===== src/rtl/r_issue_stage.sv =====
// Decode/issue stage ahead of the R-type ALU: validates the instruction, reads operands from the
// register file with writeback bypass, and holds back RAW hazards via a pending-register scoreboard.
module r_issue_stage #(
  parameter int unsigned XLEN      = 32,
  parameter int unsigned REG_COUNT = 32
) (
  input  logic            clk,
  input  logic            rst,
  input  logic            in_valid,
  output logic            in_ready,
  input  logic [31:0]     in_instr,
  output logic            ex_valid,
  input  logic            ex_ready,
  output logic [31:0]     ex_instr,
  output logic [XLEN-1:0] ex_in1,
  output logic [XLEN-1:0] ex_in2,
  output logic [4:0]      ex_rd,
  input  logic            wb_en,
  input  logic [4:0]      wb_rd,
  input  logic [XLEN-1:0] wb_data,
  output logic            illegal
);

  localparam logic [6:0] OpReg  = 7'b0110011;
  localparam logic [6:0] F7Base = 7'b0000000;
  localparam logic [6:0] F7Alt  = 7'b0100000;

  logic [XLEN-1:0]      rf_q [REG_COUNT];
  logic [REG_COUNT-1:0] pend_q, pend_d;

  logic            ex_valid_q;
  logic [31:0]     ex_instr_q;
  logic [XLEN-1:0] ex_in1_q, ex_in2_q;
  logic [4:0]      ex_rd_q;
  logic            illegal_q;

  logic [6:0] opcode, f7;
  logic [2:0] f3;
  logic [4:0] rs1, rs2, rd;

  logic            legal;
  logic            wb_wr;
  logic            hit1, hit2;
  logic [XLEN-1:0] op1, op2;
  logic            haz1, haz2, hazard;
  logic            slot_free;
  logic            accept;
  logic            drop;

  always_comb begin
    opcode = in_instr[6:0];
    rd     = in_instr[11:7];
    f3     = in_instr[14:12];
    rs1    = in_instr[19:15];
    rs2    = in_instr[24:20];
    f7     = in_instr[31:25];
  end

  // Only the sub/sra variants may use the alternate funct7.
  assign legal = (opcode == OpReg) &&
                 ((f7 == F7Base) || ((f7 == F7Alt) && ((f3 == 3'b000) || (f3 == 3'b101))));

  assign wb_wr = wb_en && (wb_rd != 5'd0);
  assign hit1  = wb_en && (wb_rd == rs1);
  assign hit2  = wb_en && (wb_rd == rs2);

  always_comb begin
    op1 = '0;
    if (rs1 != 5'd0) begin
      op1 = hit1 ? wb_data : rf_q[rs1];
    end
  end

  always_comb begin
    op2 = '0;
    if (rs2 != 5'd0) begin
      op2 = hit2 ? wb_data : rf_q[rs2];
    end
  end

  // A producer retiring this very cycle no longer blocks its consumer.
  assign haz1   = (rs1 != 5'd0) && pend_q[rs1] && !hit1;
  assign haz2   = (rs2 != 5'd0) && pend_q[rs2] && !hit2;
  assign hazard = legal && (haz1 || haz2);

  assign slot_free = !ex_valid_q || ex_ready;
  assign in_ready  = legal ? (slot_free && !hazard) : 1'b1;
  assign accept    = in_valid && in_ready && legal;
  assign drop      = in_valid && !legal;

  // Clear first, then set, so a new producer of the same register stays outstanding.
  always_comb begin
    pend_d = pend_q;
    if (wb_wr) begin
      pend_d[wb_rd] = 1'b0;
    end
    if (accept && (rd != 5'd0)) begin
      pend_d[rd] = 1'b1;
    end
  end

  always_ff @(posedge clk or posedge rst) begin
    if (rst) begin
      ex_valid_q <= 1'b0;
      ex_instr_q <= '0;
      ex_in1_q   <= '0;
      ex_in2_q   <= '0;
      ex_rd_q    <= '0;
      illegal_q  <= 1'b0;
      pend_q     <= '0;
    end else begin
      illegal_q <= drop;
      pend_q    <= pend_d;
      if (accept) begin
        ex_valid_q <= 1'b1;
        ex_instr_q <= in_instr;
        ex_in1_q   <= op1;
        ex_in2_q   <= op2;
        ex_rd_q    <= rd;
      end else if (ex_ready) begin
        ex_valid_q <= 1'b0;
      end
    end
  end

  always_ff @(posedge clk or posedge rst) begin
    if (rst) begin
      for (int i = 0; i < REG_COUNT; i++) begin
        rf_q[i] <= '0;
      end
    end else if (wb_wr) begin
      rf_q[wb_rd] <= wb_data;
    end
  end

  assign ex_valid = ex_valid_q;
  assign ex_instr = ex_instr_q;
  assign ex_in1   = ex_in1_q;
  assign ex_in2   = ex_in2_q;
  assign ex_rd    = ex_rd_q;
  assign illegal  = illegal_q;

endmodule


===== config.mk =====
export PLATFORM = sky130hd
export DESIGN_NAME = r_issue_stage
export DESIGN_NICKNAME = d
export VERILOG_FILES = /design/src/rtl/r_issue_stage.sv
export SDC_FILE = /design/constraint.sdc
export NUM_CORES = 2
export LEC_CHECK = 0
export CAP_MARGIN = 25
export CORE_MARGIN = 2
export CORE_UTILIZATION = 30
export DETAILED_ROUTE_END_ITERATION = 10
export PLACE_DENSITY_LB_ADDON = 0.15
export SYNTH_ARGS = -nofsm -noshare
export SYNTH_HDL_FRONTEND = slang
export SYNTH_SLANG_ARGS = --single-unit

===== constraint.sdc =====
create_clock -name clk -period 99.9 [get_ports clk]
set_input_delay 24.975 -clock clk [delete_from_list [all_inputs] [get_ports clk]]
set_output_delay 24.975 -clock clk [all_outputs]
set_load 0.01 [all_outputs]

[Yosys cells after proc, flatten, opt, wreduce, memory -nomap -nowiden]
Index checks and enable logic that the tools add are counted.
Word-level totals
  register bits: 1159
  bits of input ports: 74
  output and inout port bits: 104
  word-level logic and storage cells: 120
Operators by class
  order comparisons: 10
  equal/unequal tests: 5
  mux-type cells: 26
  bitwise operators: 6
  reductions and logical operators: 34
Operators by type and width (number)
  $bwmux W1024: 1
  $mux W32: 11
  $bmux W32 S5: 2
  $demux W32 S5: 1
  $and A32 B32 Y32: 1
  $not A32 Y32: 1
  $or A32 B32 Y32: 1
  $lt A5 B6 Y1 const B: 4
  $reduce_bool A5 Y1: 4
  $ge A6 B6 Y1 const B: 3
  $logic_and A1 B1 Y1: 18
  $not A5 Y6: 3
  $eq A7 B6 Y1 const B: 2
  $bmux W1 S5: 2
  $demux W1 S5: 2
  $eq A5 B5 Y1: 2
  $ge A5 B1 Y1 const B: 2
  $logic_not A7 Y1: 1
  $mux W1: 7
  $lt A6 B1 Y1 const B: 1
  $logic_not A1 Y1: 5
  $logic_or A1 B1 Y1: 4
  $eq A3 B3 Y1 const B: 1
  $logic_not A3 Y1: 1
  $reduce_bool A2 Y1: 1

[Depth between registers and ports, before layout]
  depth after elaboration: 13
  gate-level depth with buffers: 11

[Worst setup path before layout]
Ideal clock, no wire load.
  path type: input to output
  start: in in_instr[17]
  end: out in_ready
  arrival: 26296 ps
  required time: 74925 ps
  setup slack: 48629 ps
  stages on the path: 7
  buffers on the path: 1
  cells stage by stage: buf_2 -> mux4_2 -> mux2i_1 -> mux2i_1 -> o211ai_1 -> nand3_1 -> nand2_1
On the way
  word-level cells in the longest chain between the ends: 9
  elaborated cells between the ends (all ways): 13
RTL lines
  start: declaration: RTL line 11  | input logic [31:0] in_instr,
  $bmux W1 S5 or $eq A5 B5 Y1 (tied branches): RTL line 82, 64
  $mux W1 (implied by the code) or $logic_and A1 B1 Y1 (tied branches): RTL line 82, 64
  $logic_and A1 B1 Y1 or $logic_not A1 Y1 (tied branches): RTL line 82  | assign haz1 = (rs1 != 5'd0) && pend_q[rs1] && !hit1;
  $logic_and A1 B1 Y1 (*): RTL line 82
  $logic_or A1 B1 Y1 (*): RTL line 84  | assign hazard = legal && (haz1 || haz2);
  $logic_and A1 B1 Y1 (*): RTL line 84
  $logic_not A1 Y1 (*): RTL line 87  | assign in_ready = legal ? (slot_free && !hazard) : 1'b1;
  $logic_and A1 B1 Y1 (*): RTL line 87
  $mux W1 (*): RTL line 87
  end: declaration: RTL line 10  | output logic in_ready,
Every way passes the cells marked *; elsewhere a longest branch is shown, timed or not. The select of a mux whose other input is x is not followed.

[Worst setup path after layout]
  start: in in_instr[16]
  end: out in_ready
The elaborated chain is that of the path after synthesis.

==> results.yml <==
run_status:
  outcome: "finished, final reports clean"
power_and_ir_drop:
  p_sw_frac: 0.2691
  seq_power_share: 0.435
  clkPwrFrac: 0.383
  p_switching_mw: 0.3717
  comb_power_share: 0.182
  p_int_mw: 1.010
  leakagePower_nw: 29.86
  power_density_mw_per_mm2: 19.70
  ir_worst_vdd_mv: 0.01722
setup_path:
  endpoint_kind: "output pin"
  required_ps: 74930
  arrival_ps: 28940
  crit_fanout: 63
  rr_worst_depth: 8
  criticalPathCategory: "in -> out"
  start_kind: "input pin"
sta:
  tightest_slew_ps: 1137
  rsz0062_at_grt: "false"
  whs_ps: 392.8
  finalHoldViolCount: 0
  finalSetupTns_ps: 0
  finalCritPeriodShare: 0.5397
  slew_violations: 0
  max_slew_margin: 0.2401
  setup_viol: 0
  fmax_ghz: 0.01855
  setup_ws_ps: 45980
  clock_skew_ps: 22.60
  min_period_ps: 53920
detailed_routing:
  routedWlPerCell_um: 30.89
  drt_iter0_drc: 2751
  vias: 38030
  drc_errors: 0
  ant_nets: 0
  dr.pass1.iters: 6
  finalWirelength_um: 212800
  via_per_inst: 5.521
worst_hold_path:
  whs_path_depth: 0
  hp-class: "reg -> reg"
yosys:
  synth_cell_types: 51
  syn-num-nets: 4211
  yosys_most_used_dff: "dfrtp_1"
  synth_compound_area_frac: 0.04767
  yosys_warnings: 0
  synth_xor_area_frac: 0.001580
  syn-cell-area_mm2: 0.06099
  synth_mux_area_frac: 0.4121
  synth_top_family_by_area: "multiplexers"
  synth_cells: 4137
  synth-simple-area-share: 0.02966
  ys_seq_area_frac: 0.4735
  synth_edf_count: 0
  ys_ff_latch: 1154
  synth_area_per_cell_um2: 14.74
  async_flop_share: 1.000
  synthAdderAreaFrac: 0
cells_and_area:
  finish.net_count: 4182
  drive_gt1_frac: 0.4662
  stdcell_count: 6888
  area_delta_synth_final_pct: 14.96
flow_run:
  drv_cap: 0
clock_network:
  post_cts_buffers: 0
  path_clk_slew_ps: 60
  cts_buffers: 140
  ctsHoldBuffers: 0
  clock-sinks: 1154
  cts_tree: "yes"
  worstSkewPairLatency_ps: 770
  htreeDepth: 4
  ctsResizeCount: 0
  root_buffer: "clkbuf_16"
  cts_max_path_buffers: 3
floorplan:
  core_area_mm2: 0.2021
  die-area_mm2: 0.2069
  die_h_um: 454.9
  die_w_um: 454.9
  num_io_pins: 178
  num_rows: 165
  start_util: 0.3018
grt:
  grt_use_total: 0.2061
  grt_start_max_net_pins: 140
  grt_pass1_wl_um: 307800
  grt-ovfl-total: 0
  grt_pass1_vias: 39880
  antenna_found_initial: 8
place:
  dp_cells: 6637
  gp_congestion: 0.7424
  hpwl_um: 114400
  io_buffers: 177
  pre_cts_ws_ps: 46030
[worst max-delay path, cell delays in order]
cell and delay (ps):
buf_8 480, buf_4 800, xor2_1 150, nor4_1 590, a31oi_4 140, buf_4 440
o211ai_1 430, nand3_1 140, nand2_1 100, clkdlybuf4s50_1 540
[worst paths after layout]
path,slack (ps),from,to
worst max register to register,96470,pend_q[15]$_DFF_PP0_,ex_in2[13]$_DFFE_PP0P_
worst min register to register,390,rf_q[1008]$_DFFE_PP0P_,rf_q[1008]$_DFFE_PP0P_
min in group asynchronous,24670,rst,ex_instr[29]$_DFFE_PP0P_
worst min-delay path,390,rf_q[1008]$_DFFE_PP0P_,rf_q[1008]$_DFFE_PP0P_
max in group asynchronous,72220,rst,ex_in1[18]$_DFFE_PP0P_
worst max-delay path,45980,in_instr[16],in_ready
[through the flow]
stage            util  total power [mW]  instance area (um2)
2_1_floorplan       -            0.7894                60990
3_3_place_gp   0.3225            0.8559                65190
3_5_place_dp   0.3238            0.8616                65450
4_1_cts        0.3469             1.397                70100
5_1_grt        0.3469             1.443                70120
6_report       0.3469             1.381                70120
[final cells by class]
type	count	area [um2]
tap	2672	3343
fill	19430	132000
multi-input combinational	2511	30250
antenna	3	7.507
clock inverter	47	609.3
clock buffer	200	4044
sequential	1154	28880
inverter	7	36.28
timing repair buffer	294	2949
[sequential cells by signal, indices dropped and copies added (netlist names)]
signal,count
illegal,1
ex_in2,32
ex_valid,1
pend_q,32
ex_in1,32
ex_instr,32
rf_q,1024
[cells in the final DEF (no fill, tap or decap), types with 73 or more instances in the layout]
master           netlist  layout
mux2_4                83      83
mux2_2               994     994
mux4_2               490     490
nand2_1              148     131
clkdlybuf4s50_1        0     171
clkbuf_16              0     144
a211oi_1              94      94
dfrtp_1             1154    1154
mux2i_1              163     163
buf_4                 25      99
a21oi_1               73      73
[metal layers]
layer | wire [um] | GRT usage
met5 | 14 | 0
met3 | 7952 | 0.02813
met2 | 104900 | 0.3467
met4 | 5725 | 0.05722
met1 | 94170 | 0.2778
[logic make-up after synthesis]
| logic type | Yosys count |
|---|---|
| buffers and inverters | 472 |
| XOR/XNOR | 11 |
| multiplexers | 1731 |
| AND/OR/NAND/NOR | 359 |
| AO/OA/AOI/OAI | 410 |
| flip-flops | 1154 |
[Yosys cell counts (4+ instances only)]
cell / n / area share
dfrtp_1: 1154 / 0.47
mux2_2: 994 / 0.18
mux4_2: 490 / 0.18
clkbuf_1: 303 / 0.019
mux2i_1: 163 / 0.027
nand2_1: 148 / 0.0091
a211oi_1: 94 / 0.012
mux2_4: 83 / 0.020
a21oi_1: 73 / 0.0060
nor2b_1: 69 / 0.0071
buf_1: 65 / 0.0040
o21ai_0: 60 / 0.0049
a32o_1: 57 / 0.0094
and2_1: 49 / 0.0050
a221oi_1: 39 / 0.0056
buf_2: 38 / 0.0031
a31oi_1: 35 / 0.0036
buf_6: 34 / 0.0063
buf_4: 25 / 0.0031
nor2_1: 25 / 0.0015
nand3_1: 22 / 0.0018
a22oi_1: 19 / 0.0023
nand2b_1: 16 / 0.0016
o211ai_1: 9 / 0.0011
o21ai_2: 9 / 0.0013
xor2_1: 9 / 0.0013
inv_1: 5 / 0.00031
nor3_1: 5 / 0.00041
a211o_1: 4 / 0.00057
o22ai_1: 4 / 0.00041
[power by group through the flow]
stage / Sequential, mW / Combinational, mW / Clock [mW]
2_1_floorplan: 0.592 / 0.197 / 0
3_3_place_gp: 0.605 / 0.251 / 0
3_5_place_dp: 0.608 / 0.254 / 0
4_1_cts: 0.600 / 0.254 / 0.543
5_1_grt: 0.612 / 0.270 / 0.561
6_report: 0.601 / 0.251 / 0.529
Note: power is estimated with default switching activity, not from simulation.
